**config.mk**
```make
export PLATFORM = sky130hd
export DESIGN_NAME = ser2par_rx
export DESIGN_NICKNAME = d
export VERILOG_FILES = /design/src/rtl/ser_link_pkg.sv /design/src/rtl/rx_hold_reg.sv /design/src/rtl/ser2par_rx.sv
export SDC_FILE = /design/constraint.sdc
export NUM_CORES = 1
export LEC_CHECK = 0
export ABC_CLOCK_PERIOD_IN_PS = 2360
export BUFFER_PORTS_ARGS = -buffer_cell sky130_fd_sc_hd__buf_2
export CORE_MARGIN = 2
export CORE_UTILIZATION = 50
export DETAILED_ROUTE_END_ITERATION = 7
export PLACE_DENSITY = 0.72
export SETUP_SLACK_MARGIN = 0.1
export SYNTH_ARGS = -nofsm -noshare
export SYNTH_HDL_FRONTEND = slang
export SYNTH_SLANG_ARGS = --single-unit
```
**constraint.sdc**
```tcl
create_clock -name CLK -period 2.36 [get_ports CLK]
set_input_delay 0.236 -clock CLK [delete_from_list [all_inputs] [get_ports CLK]]
set_output_delay 0.236 -clock CLK [all_outputs]
set_load 0.02 [all_outputs]
```
**src/rtl/ser_link_pkg.sv**
```systemverilog
// Shared definitions for the serial link: receiver state encoding, shift-direction codes, default word width.
package ser_link_pkg;

    typedef enum logic [1:0] {
        IDLE  = 2'b00,
        SHIFT = 2'b01,
        PAR   = 2'b10
    } rx_state_t;

    localparam logic DIR_MSB_FIRST = 1'b0;
    localparam logic DIR_LSB_FIRST = 1'b1;

    localparam int SER_WIDTH_DEF = 8;

endpackage

```
**src/rtl/rx_hold_reg.sv**
```systemverilog
// One-entry holding register for received words; commit to D_vld takes 1 cycle.
// A commit while full is accepted only if the held word drains in the same cycle; otherwise ovr_evt pulses.
import ser_link_pkg::*;

module rx_hold_reg #(
    parameter int WIDTH = SER_WIDTH_DEF
) (
    input  logic             CLK,
    input  logic             Clr_b,
    input  logic             commit_vld,
    input  logic [WIDTH-1:0] commit_dat,
    input  logic             D_rdy,
    output logic [WIDTH-1:0] D_par,
    output logic             D_vld,
    output logic             ovr_evt
);

    logic take;
    logic load;

    assign take    = D_vld & D_rdy;
    assign load    = commit_vld & (~D_vld | D_rdy);
    assign ovr_evt = commit_vld & D_vld & ~D_rdy;

    // D_par is left alone on consume so the consumer can still look at the last word
    always_ff @(posedge CLK or negedge Clr_b) begin
        if (!Clr_b) begin
            D_par <= '0;
            D_vld <= 1'b0;
        end else if (load) begin
            D_par <= commit_dat;
            D_vld <= 1'b1;
        end else if (take) begin
            D_vld <= 1'b0;
        end
    end

endmodule

```
**src/rtl/ser2par_rx.sv**
```systemverilog
// Serial-to-parallel receiver (MSB/LSB-first) with valid/ready holding register; D_vld 1 cycle after last bit, overrun drops new word.
// Optional even-parity bit after the data field when SER2PAR_PARITY_EN is defined.
import ser_link_pkg::*;

module ser2par_rx #(
    parameter int WIDTH = SER_WIDTH_DEF
) (
    input  logic             CLK,
    input  logic             Clr_b,
    input  logic             ser_in,
    input  logic             ser_vld,
    input  logic             ser_sof,
    input  logic             dir,
    output logic [WIDTH-1:0] D_par,
    output logic             D_vld,
    input  logic             D_rdy,
    output logic             busy,
    output logic             ovr,
    output logic             perr,
    input  logic             flag_clr
);

    localparam int CW = $clog2(WIDTH + 1);
    localparam logic [CW-1:0] LAST_CNT = CW'(WIDTH - 1);

    rx_state_t        state, state_n;
    logic [WIDTH-1:0] shreg, shreg_n, shifted, first_word, commit_dat;
    logic [CW-1:0]    cnt, cnt_n;
    logic             dir_q, dir_n;
    logic             commit, ovr_evt;
`ifdef SER2PAR_PARITY_EN
    logic             perr_evt;
`endif

    always_comb begin
        shifted    = (dir_q == DIR_MSB_FIRST) ? {shreg[WIDTH-2:0], ser_in}
                                              : {ser_in, shreg[WIDTH-1:1]};
        first_word = (dir == DIR_MSB_FIRST) ? {{(WIDTH-1){1'b0}}, ser_in}
                                            : {ser_in, {(WIDTH-1){1'b0}}};
    end

    always_comb begin
        state_n    = state;
        shreg_n    = shreg;
        cnt_n      = cnt;
        dir_n      = dir_q;
        commit     = 1'b0;
        commit_dat = shifted;
`ifdef SER2PAR_PARITY_EN
        perr_evt   = 1'b0;
`endif
        // SOF wins in every state: a partial frame is abandoned without any flag
        if (ser_vld && ser_sof) begin
            dir_n   = dir;
            shreg_n = first_word;
            cnt_n   = CW'(1);
            state_n = SHIFT;
        end else if (ser_vld) begin
            case (state)
                IDLE: ;
                SHIFT: begin
                    shreg_n = shifted;
                    if (cnt == LAST_CNT) begin
`ifdef SER2PAR_PARITY_EN
                        cnt_n   = cnt + CW'(1);
                        state_n = PAR;
`else
                        commit  = 1'b1;
                        cnt_n   = '0;
                        state_n = IDLE;
`endif
                    end else begin
                        cnt_n = cnt + CW'(1);
                    end
                end
`ifdef SER2PAR_PARITY_EN
                PAR: begin
                    commit_dat = shreg;
                    commit     = ~(^shreg ^ ser_in);
                    perr_evt   = ^shreg ^ ser_in;
                    cnt_n      = '0;
                    state_n    = IDLE;
                end
`endif
                default: begin
                    cnt_n   = '0;
                    state_n = IDLE;
                end
            endcase
        end
    end

    always_ff @(posedge CLK or negedge Clr_b) begin
        if (!Clr_b) begin
            state <= IDLE;
            shreg <= '0;
            cnt   <= '0;
            dir_q <= DIR_MSB_FIRST;
            busy  <= 1'b0;
            ovr   <= 1'b0;
        end else begin
            state <= state_n;
            shreg <= shreg_n;
            cnt   <= cnt_n;
            dir_q <= dir_n;
            busy  <= (state_n != IDLE);
            ovr   <= ovr_evt | (ovr & ~flag_clr);
        end
    end

`ifdef SER2PAR_PARITY_EN
    always_ff @(posedge CLK or negedge Clr_b) begin
        if (!Clr_b) perr <= 1'b0;
        else        perr <= perr_evt | (perr & ~flag_clr);
    end
`else
    assign perr = 1'b0;
`endif

    rx_hold_reg #(.WIDTH(WIDTH)) u_hold (
        .CLK        (CLK),
        .Clr_b      (Clr_b),
        .commit_vld (commit),
        .commit_dat (commit_dat),
        .D_rdy      (D_rdy),
        .D_par      (D_par),
        .D_vld      (D_vld),
        .ovr_evt    (ovr_evt)
    );

endmodule

```
# == After elaboration in Yosys (flattened, before gate mapping) ==
# Cells that the tools add are included.
# op_classes
shift,0
n_div,0
n_addsub,1
muxes,19
eq_ne,3
mul,0
bitwise,10
magnitude_cmp,0
reduce_logical,8
# op_table
operator,n
8-bit two-way mux,5
4-bit two-way mux,3
4-bit case mux with 2 select lines,1
2-bit nonzero test,4
1-bit two-way mux,6
2-bit two-way mux,3
1-bit bitwise AND,5
"4-bit by 1-bit adder with 4-bit output, second input constant",1
"4-bit by 3-bit equality test with 1-bit output, second input constant",1
2-bit case mux with 2 select lines,1
2-bit AND reduction,2
1-bit NOT,3
"2-bit by 1-bit equality test with 1-bit output, second input constant",1
2-bit logical NOT,1
"2-bit != test, second input constant",1
1-bit OR,2
1-bit logical AND,1
# totals
out_inout_bits,12
ramBits,0
regBits,26
in_bits,8
wordCells,49
latch_bits,0
rom_bits,0
memories,0

# == Longest topological paths before layout ==
# Gate-level depths: netlist of the first run.
# depth
word_depth,8
depth_mapped,5
ltp_nobuf,4

# == Modules after synthesis ==
# Synthesis of the first run repeated with hierarchy kept, for this count alone.
# unflattened
hier_cells,101
hier_area_um2,1290.0
# modules_own_cells
mod,cells_per_inst,area_per_inst_um2,seq_area_each_um2,n_inst
ser2par_rx,79,908.4,425.4,1
rx_hold_reg,22,381.6,225.2,1

# == Least setup slack after synthesis of the first run ==
# OpenSTA, ideal clock, no wires.
# synth_path
kind,flip-flop to flip-flop
start,register cnt[0]
end,register u_hold.D_par[0]
path_stages_with_launch,6
arrival_time_ps,1350
required_time_ps,2235
setup_time_ps,125
period_less_slack_ps,1475
slack_ps,885
n_path_buf,1
cell_sequence,dfrtp_1 ha_1 and3b_1 and3_1 buf_6 mux2_2
# synth_between
elab_chain_len,6
# synth_lines
item,line,source
start: declaration,ser2par_rx.sv:28,"logic [CW-1:0] cnt, cnt_n;"
start signal: assignment,ser2par_rx.sv:104,cnt <= cnt_n;
4-bit by 3-bit equality test with 1-bit output,ser2par_rx.sv:63,if (cnt == LAST_CNT) begin
1-bit two-way mux,ser2par_rx.sv:63,
1-bit two-way mux,ser2par_rx.sv:59,case (state)
1-bit two-way mux,ser2par_rx.sv:58,end else if (ser_vld) begin
1-bit two-way mux,ser2par_rx.sv:53,if (ser_vld && ser_sof) begin
1-bit bitwise AND,rx_hold_reg.sv:22,assign load = commit_vld & (~D_vld | D_rdy);
end signal: assignment,rx_hold_reg.sv:31,D_par <= commit_dat;
end: declaration,rx_hold_reg.sv:13,"output logic [WIDTH-1:0] D_par,"
# No other way between the ends.
# A chain may end at the register's enable or synchronous reset.

# == Worst setup path after layout of the first run ==
# layout_path
start,register state[1]
end,register u_hold.D_par[2]
# layout_between
elab_chain_len,5
# layout_lines
item,line,source
start: declaration,ser2par_rx.sv:26,"rx_state_t state, state_n;"
start signal: assignment,ser2par_rx.sv:102,state <= state_n;
2-bit by 1-bit equality test with 1-bit output,ser2par_rx.sv:59,
1-bit two-way mux,ser2par_rx.sv:59,
1-bit two-way mux,ser2par_rx.sv:58,
1-bit two-way mux,ser2par_rx.sv:53,
1-bit bitwise AND,rx_hold_reg.sv:22,
# No other way between the ends.

==> out/summary.txt, run 1 <==
Largest net degree at the start of global routing -> 27
Layout cell share with drive strength beyond 1 -> 35.1%
RSZ-0062 raised after global routing -> false
Later-pin clock latency in the skew report -> 0.32 ns
Die width -> 53.0 um
Post-synthesis register bit count -> 26
PwrDens -> 780 nW/um2
CTS H-Tree Depth -> 1
Slew Viols, Final -> 0
Initial antenna violation count -> 0
Slew HR -> 63.2%
Main synth FF type -> dfrtp_1
Simple-gate share of the synthesized area -> 8.35%
Clock share of power -> 28.7%
Clk slew on worst S/H paths -> 0.14 ns
Max_cap viols -> 0
Worst-case clock buffer depth -> 2
Switch Pwr -> 0.288 mW
Setup CP Type -> reg -> reg
Post-Route WL -> 2.07 mm
Largest family of logic cells by synthesized area -> multiplexers
Worst path max stage delay -> 0.48 ns
Post-synth EDFFs -> 0
Starting Density -> 53.7%
Area Growth Syn to Fin -> 13.3%
WP data arrival -> 2.00 ns
Leading area contributor after synthesis -> dfrtp_1
Top post-synthesis cells by count -> dfrtp_1, mux2_2, a22o_1
CP Max Fanout -> 8
Setup TNS -> 0 ns
Fin crit share -> 75.3%
Cell variety after synth -> 34
Largest cells by area after synthesis -> dfrtp_1, mux2_2, a22o_1, mux2i_1, o21ai_0
Critical Path Source Type -> register
Final setup viols -> 0
Ant. Diodes -> 0
Leakage -> 0.677 nW
HP Class -> in -> reg
XOR/XNOR Fraction of Synth Area -> 0.731%
Placed cell count -> 137
CTS tree -> done
Synth top area share -> 54.3%
Placeable Area -> 2230 um2
Post-Synth Adder-Cell Area -> 1.04%
CTS Sinks -> 26
First-pass GRT wire length -> 3.56 mm
Max Clk Rate -> 563 MHz
Compound-cell area share of the yosys netlist -> 14.4%
Slew @ Worst Pin -> 0.552 ns
Post-detail-place hpwl -> 1.48 mm
Minimum clock period -> 1.78 ns
DR iter-0 viols -> 5
Slowest cell on crit path -> dfrtp_1
Internal power -> 0.771 mW
Final Hold Viols -> 0
Fill cells -> 195
Total gr overflow -> 0
Drt via density -> 5.49
Number of global-route vias before repair -> 769
Post-synthesis sequential area ratio -> 54.3%
Die area -> 2800 um2
Logic pwr share -> 19.5%
Nets -> 124
Routed wire per std cell -> 14.6 um
Routed Antenna Nets -> 0
DRC Markers -> 0
Yosys Warn Count -> 0
Crit. End Element -> register
Req. time, crit path -> 2.59 ns
IO Pins -> 20
Reg power frac -> 51.9%
Number of buffers created by CTS -> 3
Final core occ -> 60.8%
Clock skew -> 0.00781 ns
Port bufs -> 18
Peak VDD IR -> 0.614 mV
Syn Nets -> 105
Worst-path cell chain -> nor4bb_1 -> and3_1 -> mux2_2
First-pass iteration count of the detailed router -> 2
Vias -> 779
Root buf cell -> clkbuf_4
GP Congestion -> 0.747
Multi-input logic area -> 497 um2
Status -> completed
Synth async-reset ratio -> 100%
Rows -> 17
Count leader, synth -> dfrtp_1
Sequential standard cell area -> 651 um2
Post-synthesis mux area share -> 16.6%
Switching share of power -> 27.2%
Mapped Cells -> 96
Tot GR Track Use -> 17.8%
DIE HEIGHT -> 53.0 um
Mapped Area -> 1200 um2
Final non-filler cell total -> 142
Syn avg cell area -> 12.5 um2
layer usage:
metal | share of wire, % | vias up | wire length [um] | global-route usage, %
li1 | - | 388 | - | -
met1 | 51 | 371 | 1050 | 25.6
met2 | 43 | 16 | 889 | 25.4
met3 | 4.0 | 4 | 82 | 2.54
met4 | 2.0 | 0 | 42 | 10.3
met5 | 0 | - | 0 | 0
cell families after synthesis:
kind of cell | Yosys count
DFF | 26
buffers and inverters | 10
muxes | 18
xor gates and xnor gates | 1
AOI/OAI and AO/OA | 23
other | 1
adders and majority gates | 1
and+or+nand+nor | 16
power by group through the flow:
stage	logic, mW	clock network [mW]	registers (mW)
after global placement	0.204	0	0.556
after CTS	0.210	0.310	0.549
after global routing	0.230	0.330	0.558
after floorplan	0.127	0	0.572
after detailed placement	0.207	0	0.559
final	0.206	0.304	0.549
final cells by class:
class / count / share of cell area (%)
timing repair buffer: 20 / 7.93
clock buffer: 3 / 1.66
sequential: 26 / 47.9
tap: 28 / 2.58
clock inverter: 1 / 2.21
inverter: 4 / 1.11
multi-input combinational: 60 / 36.6
critical path: cells and delay by family, from the launching register on:
kind / cells / cell delay, ns
multiplexers: 1 / 0.38
AND/OR/NAND/NOR: 2 / 0.82
flip-flops: 1 / 0.48
metrics by stage:
step | cell area [um2] | hold slack [ns] | total power [mW] | setup WS [ns]
after CTS | 1360 | 0.0740 | 1.07 | 0.601
after global placement | 1290 | 0.260 | 0.760 | 0.637
after detailed placement | 1290 | 0.268 | 0.766 | 0.622
final | 1360 | 0.0842 | 1.06 | 0.584
after floorplan | 1200 | -0.0596 | 0.699 | 0.885
after global routing | 1360 | 0.0569 | 1.12 | 0.457
state kept, by name, summed over array words and instances (netlist names):
register and flops:
u_hold.D_vld 1, shreg 8, busy 1, cnt 4, state 2, u_hold.D_par 8, dir_q 1, ovr 1
layout by cell type, fill, tap and decap left out, drive strengths merged, types with 2 or more instances in the layout:
cell / instances
dfrtp: 26
buf: 19
mux2: 15
a22o: 8
o21ai: 5
inv: 4
nand2: 4
nor2b: 3
mux2i: 3
clkbuf: 3
a21oi: 2
path summary, 6_finish.rpt:
check                                                  from                     endpoint  slack (ns)  cells past startpoint
worst max-delay path                     state[1]$_DFF_PN0_  u_hold.D_par[2]$_DFFE_PN0P_        0.58                      3
worst min-delay path                               flag_clr                ovr$_DFF_PN0_        0.08                      2
worst max register to register           state[1]$_DFF_PN0_  u_hold.D_par[2]$_DFFE_PN0P_        0.58                      3
worst min register to register  u_hold.D_par[3]$_DFFE_PN0P_  u_hold.D_par[3]$_DFFE_PN0P_        0.52                      1
max in group asynchronous                             Clr_b           cnt[3]$_DFFE_PN0P_        1.58                      2
min in group asynchronous                             Clr_b         shreg[7]$_DFFE_PN0P_        0.42                      2
timing repair:
| item | 4_1_cts | 5_1_grt |
|---|---|---|
| setup endpoints to repair | 0 | 0 |
| hold endpoints to repair | 26 | 0 |
| hold buffers | 1 | 0 |
| buffers inserted | 0 | 0 |
| resized for setup | 0 | 0 |
Note: power is estimated with default switching activity, not from simulation.
==> inputs of run 2 (changes only) <==
Settings changed: ABC_AREA set to 1, ABC_CLOCK_PERIOD_IN_PS 2360 to 1400, PLACE_DENSITY 0.72 to 0.74.
Clock period 2.36 ns to 1.4 ns, I/O delays scaled along.
==> out/summary.txt, run 2 <==
Clock skew -> 0.00630 ns
Leading area contributor after synthesis -> dfrtp_1
First-pass GRT wire length -> 4.46 mm
Leakage -> 0.813 nW
First-pass iteration count of the detailed router -> 6
Number of buffers created by CTS -> 3
DR iter-0 viols -> 29
Area Growth Syn to Fin -> 16.1%
Final setup viols -> 0
CTS tree -> done
Minimum clock period -> 1.25 ns
RSZ-0062 raised after global routing -> false
CTS H-Tree Depth -> 1
Mapped Area -> 1320 um2
Total gr overflow -> 0
Most frequent cells in the layout -> nand2_1, dfrtp_1, buf_2, inv_1, o21ai_0
Rows -> 18
Final instance area -> 1530 um2
Die area -> 3060 um2
Routed wire per std cell -> 12.1 um
CP startpoint -> cnt[0]$_DFFE_PN0P_
Worst-case clock buffer depth -> 2
Later-pin clock latency in the skew report -> 0.32 ns
Root buf cell -> clkbuf_4
Post-detail-place hpwl -> 1.94 mm
Final non-filler cell total -> 214
Layout cell share with drive strength beyond 1 -> 22.8%
Post-synthesis register bit count -> 26
Slew @ Worst Pin -> 0.564 ns
Worst-case reg-to-reg path depth -> 6
GP Congestion -> 0.785
Req. time, crit path -> 1.62 ns
DIE HEIGHT -> 55.4 um
CP Capture Point -> u_hold.D_par[2]$_DFFE_PN0P_
DRC Markers -> 0
Syn avg cell area -> 8.19 um2
Post-synthesis sequential area ratio -> 49.3%
Yosys Warn Count -> 0
Fin crit share -> 89.4%
Ant. Diodes -> 0
Status -> completed
Main synth FF type -> dfrtp_1
Largest cells by area after synthesis -> dfrtp_1, nand2_1, o21ai_0, inv_1, nand4_1
Count leader, synth -> nand2_1
Cell variety after synth -> 24
Port bufs -> 18
Post-synth EDFFs -> 0
Worst path max stage delay -> 0.44 ns
Die width -> 55.4 um
Largest net degree at the start of global routing -> 27
PwrDens -> 1370 nW/um2
Peak VDD IR -> 1.12 mV
Post-Route WL -> 2.59 mm
Fill cells -> 242
Cell family with most CP delay -> simple AND/OR/NAND/NOR gates
Clk slew on worst S/H paths -> 0.14 ns
Setup TNS -> 0 ns
Max Clk Rate -> 799 MHz
Instance count on the critical path -> 6
Syn Nets -> 170
HP Class -> in -> reg
CP Max Fanout -> 8
Placeable Area -> 2480 um2
Slew Viols, Final -> 0
Final Hold Viols -> 0
R2r endpoint -> u_hold.D_par[2]$_DFFE_PN0P_
CTS Sinks -> 26
Mapped Cells -> 161
Max_cap viols -> 0
R2r setup slk -> 0.15 ns
Routed Antenna Nets -> 0
Drt via density -> 5.19
Slowest cell on crit path -> dfrtp_1
Initial antenna violation count -> 0
Starting Density -> 53.2%
Setup CP Type -> reg -> reg
Number of global-route vias before repair -> 1,018
Synth async-reset ratio -> 100%
CP Buf/Inv Count -> 0
Tot GR Track Use -> 18.0%
WP data arrival -> 1.47 ns
IO Pins -> 20
Crit. End Element -> register
Nets -> 194
Placed cell count -> 204
Top post-synthesis cells by count -> nand2_1, dfrtp_1, inv_1
Synth top area share -> 49.3%
Critical R2R Launch -> cnt[0]$_DFFE_PN0P_
Worst-path cell chain -> ha_4 -> nand2_4 -> nor2_4 -> nand3_4 -> nand2_2 -> nand2_1
Post-DP Area -> 1400 um2
Vias -> 1,110
Regs by FF count -> shreg: 8 flops, u_hold.D_par: 8 flops, cnt: 4 flops
Commonest non-fill, non-tap cell in the layout -> nand2_1
Critical Path Source Type -> register
Slew HR -> 62.4%
[run 2: changes by cell type after synthesis, moves of 3 or more]
cell | previous run | this run
o21ai_0 | 4 | 12
inv_1 | 4 | 16
o21ai_1 | 0 | 3
nand4_1 | 1 | 9
nand3_1 | 1 | 5
mux2i_1 | 3 | 0
nor2b_1 | 3 | 0
nor2_1 | 0 | 5
mux2_2 | 15 | 0
a22o_1 | 8 | 0
inv_2 | 0 | 3
nand2_1 | 4 | 63
[run 2: area by class of cell]
type                            count  area [um2]  area share [%]
Timing Repair Buffer               24         140            9.15
Multi-Input combinational cell    111         579            37.8
Inverter                           19        71.3            4.66
Tap cell                           30        37.5            2.45
Clock buffer                        3        22.5            1.47
Clock inverter                      1        30.0            1.96
Sequential cell                    26         651            42.5
[run 2: what timing repair did]
action                                 4_1_cts  5_1_grt
resized for setup                            0        7
hold buffers                                 2        0
pin swaps                                    1        5
endpoints found under the hold margin       27        0
setup buffers                                3        1
setup endpoints to repair                    1        9
[run 2: stage by stage]
step | hold WS [ns] | setup WS, ns | power [mW] | utilization (%)
final | 0.0919 | 0.149 | 2.10 | 61.8
after detailed placement | 0.170 | 0.115 | 1.51 | 56.7
after floorplan | -0.156 | 0.257 | 1.36 | -
after global placement | 0.157 | 0.204 | 1.48 | 56.7
after global routing | 0.112 | 0.0876 | 2.23 | 61.8
after CTS | 0.0884 | 0.117 | 2.05 | 60.5
[run 2: layer usage]
layer  share of wire [%]  global-route usage (%)  vias up
met5                   0                       0        -
met4                 3.3                    9.06        0
met3                 3.0                    2.34       12
met2                  50                    29.4       22
met1                  43                    23.3      518
li1                    -                       -      558
[run 2: worst min-delay path by stage]
| stage | start | endpoint | slack, ns | cells after the start |
|---|---|---|---|---|
| 2_1_floorplan | Clr_b | busy$_DFF_PN0_ | -0.16 | 0 |
| 3_3_place_gp | Clr_b | shreg[6]$_DFFE_PN0P_ | 0.16 | 1 |
| 3_5_place_dp | Clr_b | shreg[7]$_DFFE_PN0P_ | 0.17 | 1 |
| 4_1_cts | dir | dir_q$_DFFE_PN0P_ | 0.09 | 3 |
| 5_1_grt | ser_vld | state[1]$_DFF_PN0_ | 0.11 | 2 |
| 6_report | dir | dir_q$_DFFE_PN0P_ | 0.09 | 3 |
[run 2: kinds of logic (layout without fill, tap and decap cells)]
logic type / after synthesis / in the layout / synth area share, %
simple gates: 90 / 90 / 32.4
compound gates: 19 / 19 / 8.44
flops: 26 / 26 / 49.3
buf+inv: 24 / 47 / 8.63
other cells: 1 / 1 / 0.284
fa+ha+maj: 1 / 1 / 0.949
[run 2: power by group]
group / switching [mW] / internal [mW]
Clock: 0.223 / 0.289
Combinational: 0.370 / 0.237
Sequential: 0.116 / 0.866
[run 2: tightest hold or removal path, delay by kind of cell]
family / cells / cell delay, ns
AO/OA/AOI/OAI: 1 / 0.10
AND/OR/NAND/NOR: 1 / 0.04
buffers and inverters: 1 / 0.10
==> inputs of run 3 (changes only) <==
Settings changed: ABC_AREA 1 to not set, CTS_BUF_LIST set to sky130_fd_sc_hd__clkbuf_8, PLACE_DENSITY 0.74 to 0.75.
==> out/summary.txt, run 3 (synthesized netlist as in run 1, its figures left out) <==
Clk slew on worst S/H paths -> 0.09 ns
Peak VDD IR -> 0.746 mV
Routed wire per std cell -> 19.0 um
Leakage -> 0.806 nW
Fin worst setup slack -> -0.112 ns
CTS tree -> done
Slew @ Worst Pin -> 0.574 ns
Port bufs -> 18
Root buf cell -> clkbuf_8
Routed Antenna Nets -> 0
Switching share of power -> 29.8%
Tot GR Track Use -> 21.4%
Max_cap viols -> 0
Largest net degree at the start of global routing -> 27
Highest Signal Layer -> met4
Number of global-route vias before repair -> 917
DR iter-0 viols -> 9
Final Hold Viols -> 0
DRC Markers -> 0
Starting Density -> 53.7%
Final non-filler cell total -> 160
Status -> finished with violations
Drt via density -> 5.85
Post-Route M1 WL -> 1.25 mm
Setup CP Type -> reg -> reg
Critical Path Source Type -> register
Slew Viols, Final -> 0
Worst-case clock buffer depth -> 2
Slowest cell on crit path -> dfrtp_1
Clock share of power -> 22.1%
Slew HR -> 61.7%
Ant. Diodes -> 0
Worst path max stage delay -> 0.41 ns
Req. time, crit path -> 1.56 ns
CTS Sinks -> 26
Number of buffers created by CTS -> 3
Total gr overflow -> 0
Layout cell share with drive strength beyond 1 -> 50.8%
IO Pins -> 20
CP Max Fanout -> 8
Die area -> 2800 um2
Post-detail-place hpwl -> 1.88 mm
Regs by FF count -> shreg: 8 flops, u_hold.D_par: 8 flops, cnt: 4 flops
Met3 routed WL -> 120 um
Die width -> 53.0 um
Overall power -> 1.90 mW
Clock skew -> 0.00862 ns
WP data arrival -> 1.67 ns
Commonest non-fill, non-tap cell in the layout -> dfrtp_1
GP Congestion -> 0.778
Minimum clock period -> 1.51 ns
Placed cell count -> 150
Placeable Area -> 2230 um2
First-pass iteration count of the detailed router -> 4
Initial antenna violation count -> 0
Post-Route WL -> 3.04 mm
Area Growth Syn to Fin -> 35.8%
Max Clk Rate -> 661 MHz
PwrDens -> 1170 nW/um2
Later-pin clock latency in the skew report -> 0.27 ns
Switch Pwr -> 0.566 mW
Failing checks -> negative setup slack
RSZ-0062 raised after global routing -> true
Internal power -> 1.34 mW
CTS H-Tree Depth -> 1
Metal2 WL -> 1.60 mm
Worst-path cell chain -> nor4bb_4 -> and3_4 -> buf_12 -> mux2_4
Logic pwr share -> 29.7%
Crit. End Element -> register
Fin crit share -> 108%
Final setup viols -> 7
First-pass GRT wire length -> 4.24 mm
Nets -> 143
HP Class -> in -> reg
DIE HEIGHT -> 53.0 um
Most frequent cells in the layout -> dfrtp_1, buf_2, buf_4, mux2_4, a22o_1
Rows -> 17
Reg power frac -> 48.2%
Vias -> 936
[run 3: layer usage]
layer | GRT usage [%] | vias to the layer above
met5 | 0 | -
met4 | 11.1 | 0
met3 | 2.82 | 9
met2 | 35.2 | 28
met1 | 27.3 | 475
li1 | - | 424
[run 3: worst max-delay path: cells and delay by family (launching register included)]
kind | cells | cell delay [ns]
buffers and inverters | 1 | 0.13
flip-flops | 1 | 0.41
multiplexers | 1 | 0.31
AND/OR/NAND/NOR | 2 | 0.55
[run 3: metrics by stage]
step | util, % | hold WS, ns | area, um2 | setup slack [ns] | TNS, ns
after global placement | 64.8 | 0.160 | 1450 | -0.0697 | -0.485
after global routing | 72.9 | 0.0491 | 1630 | -0.162 | -1.08
final | 72.9 | 0.0450 | 1630 | -0.112 | -0.709
after CTS | 68.9 | 0.0372 | 1540 | -0.108 | -0.704
after detailed placement | 64.8 | 0.168 | 1450 | -0.151 | -1.02
after floorplan | - | -0.156 | 1240 | -0.0690 | -0.483
[run 3: path summary, 6_finish.rpt]
check	start	cells past startpoint	end	slack (ns)
worst min-delay path	flag_clr	2	ovr$_DFF_PN0_	0.04
max in group asynchronous	Clr_b	2	dir_q$_DFFE_PN0P_	0.60
worst max-delay path	state[1]$_DFF_PN0_	4	u_hold.D_par[1]$_DFFE_PN0P_	-0.11
min in group asynchronous	Clr_b	2	u_hold.D_par[3]$_DFFE_PN0P_	0.39
worst min register to register	u_hold.D_par[4]$_DFFE_PN0P_	1	u_hold.D_par[4]$_DFFE_PN0P_	0.52
worst max register to register	state[1]$_DFF_PN0_	4	u_hold.D_par[1]$_DFFE_PN0P_	-0.11
[run 3: area by class of cell]
cell class	count	area, um2
Tap cell	28	35.0
Multi-Input combinational cell	60	589
Fill cell	156	606
Inverter	4	15.0
Timing Repair Buffer	39	295
Sequential cell	26	652
Clock buffer	3	41.3
[run 3: what timing repair did]
item / CTS / global route
pin swaps: 7 / 4
cloned: 0 / 1
endpoints found under the setup margin: 17 / 18
resized for setup: 7 / 11
setup buffers: 3 / 4
hold endpoints to repair: 26 / 0
hold buffers: 1 / 0
[run 3: power by group through the flow]
stage / clock network [mW] / registers (mW) / logic, mW
2_1_floorplan: 0 / 0.966 / 0.238
3_3_place_gp: 0 / 0.920 / 0.452
3_5_place_dp: 0 / 0.925 / 0.474
4_1_cts: 0.424 / 0.911 / 0.495
5_1_grt: 0.446 / 0.930 / 0.603
6_report: 0.420 / 0.917 / 0.564
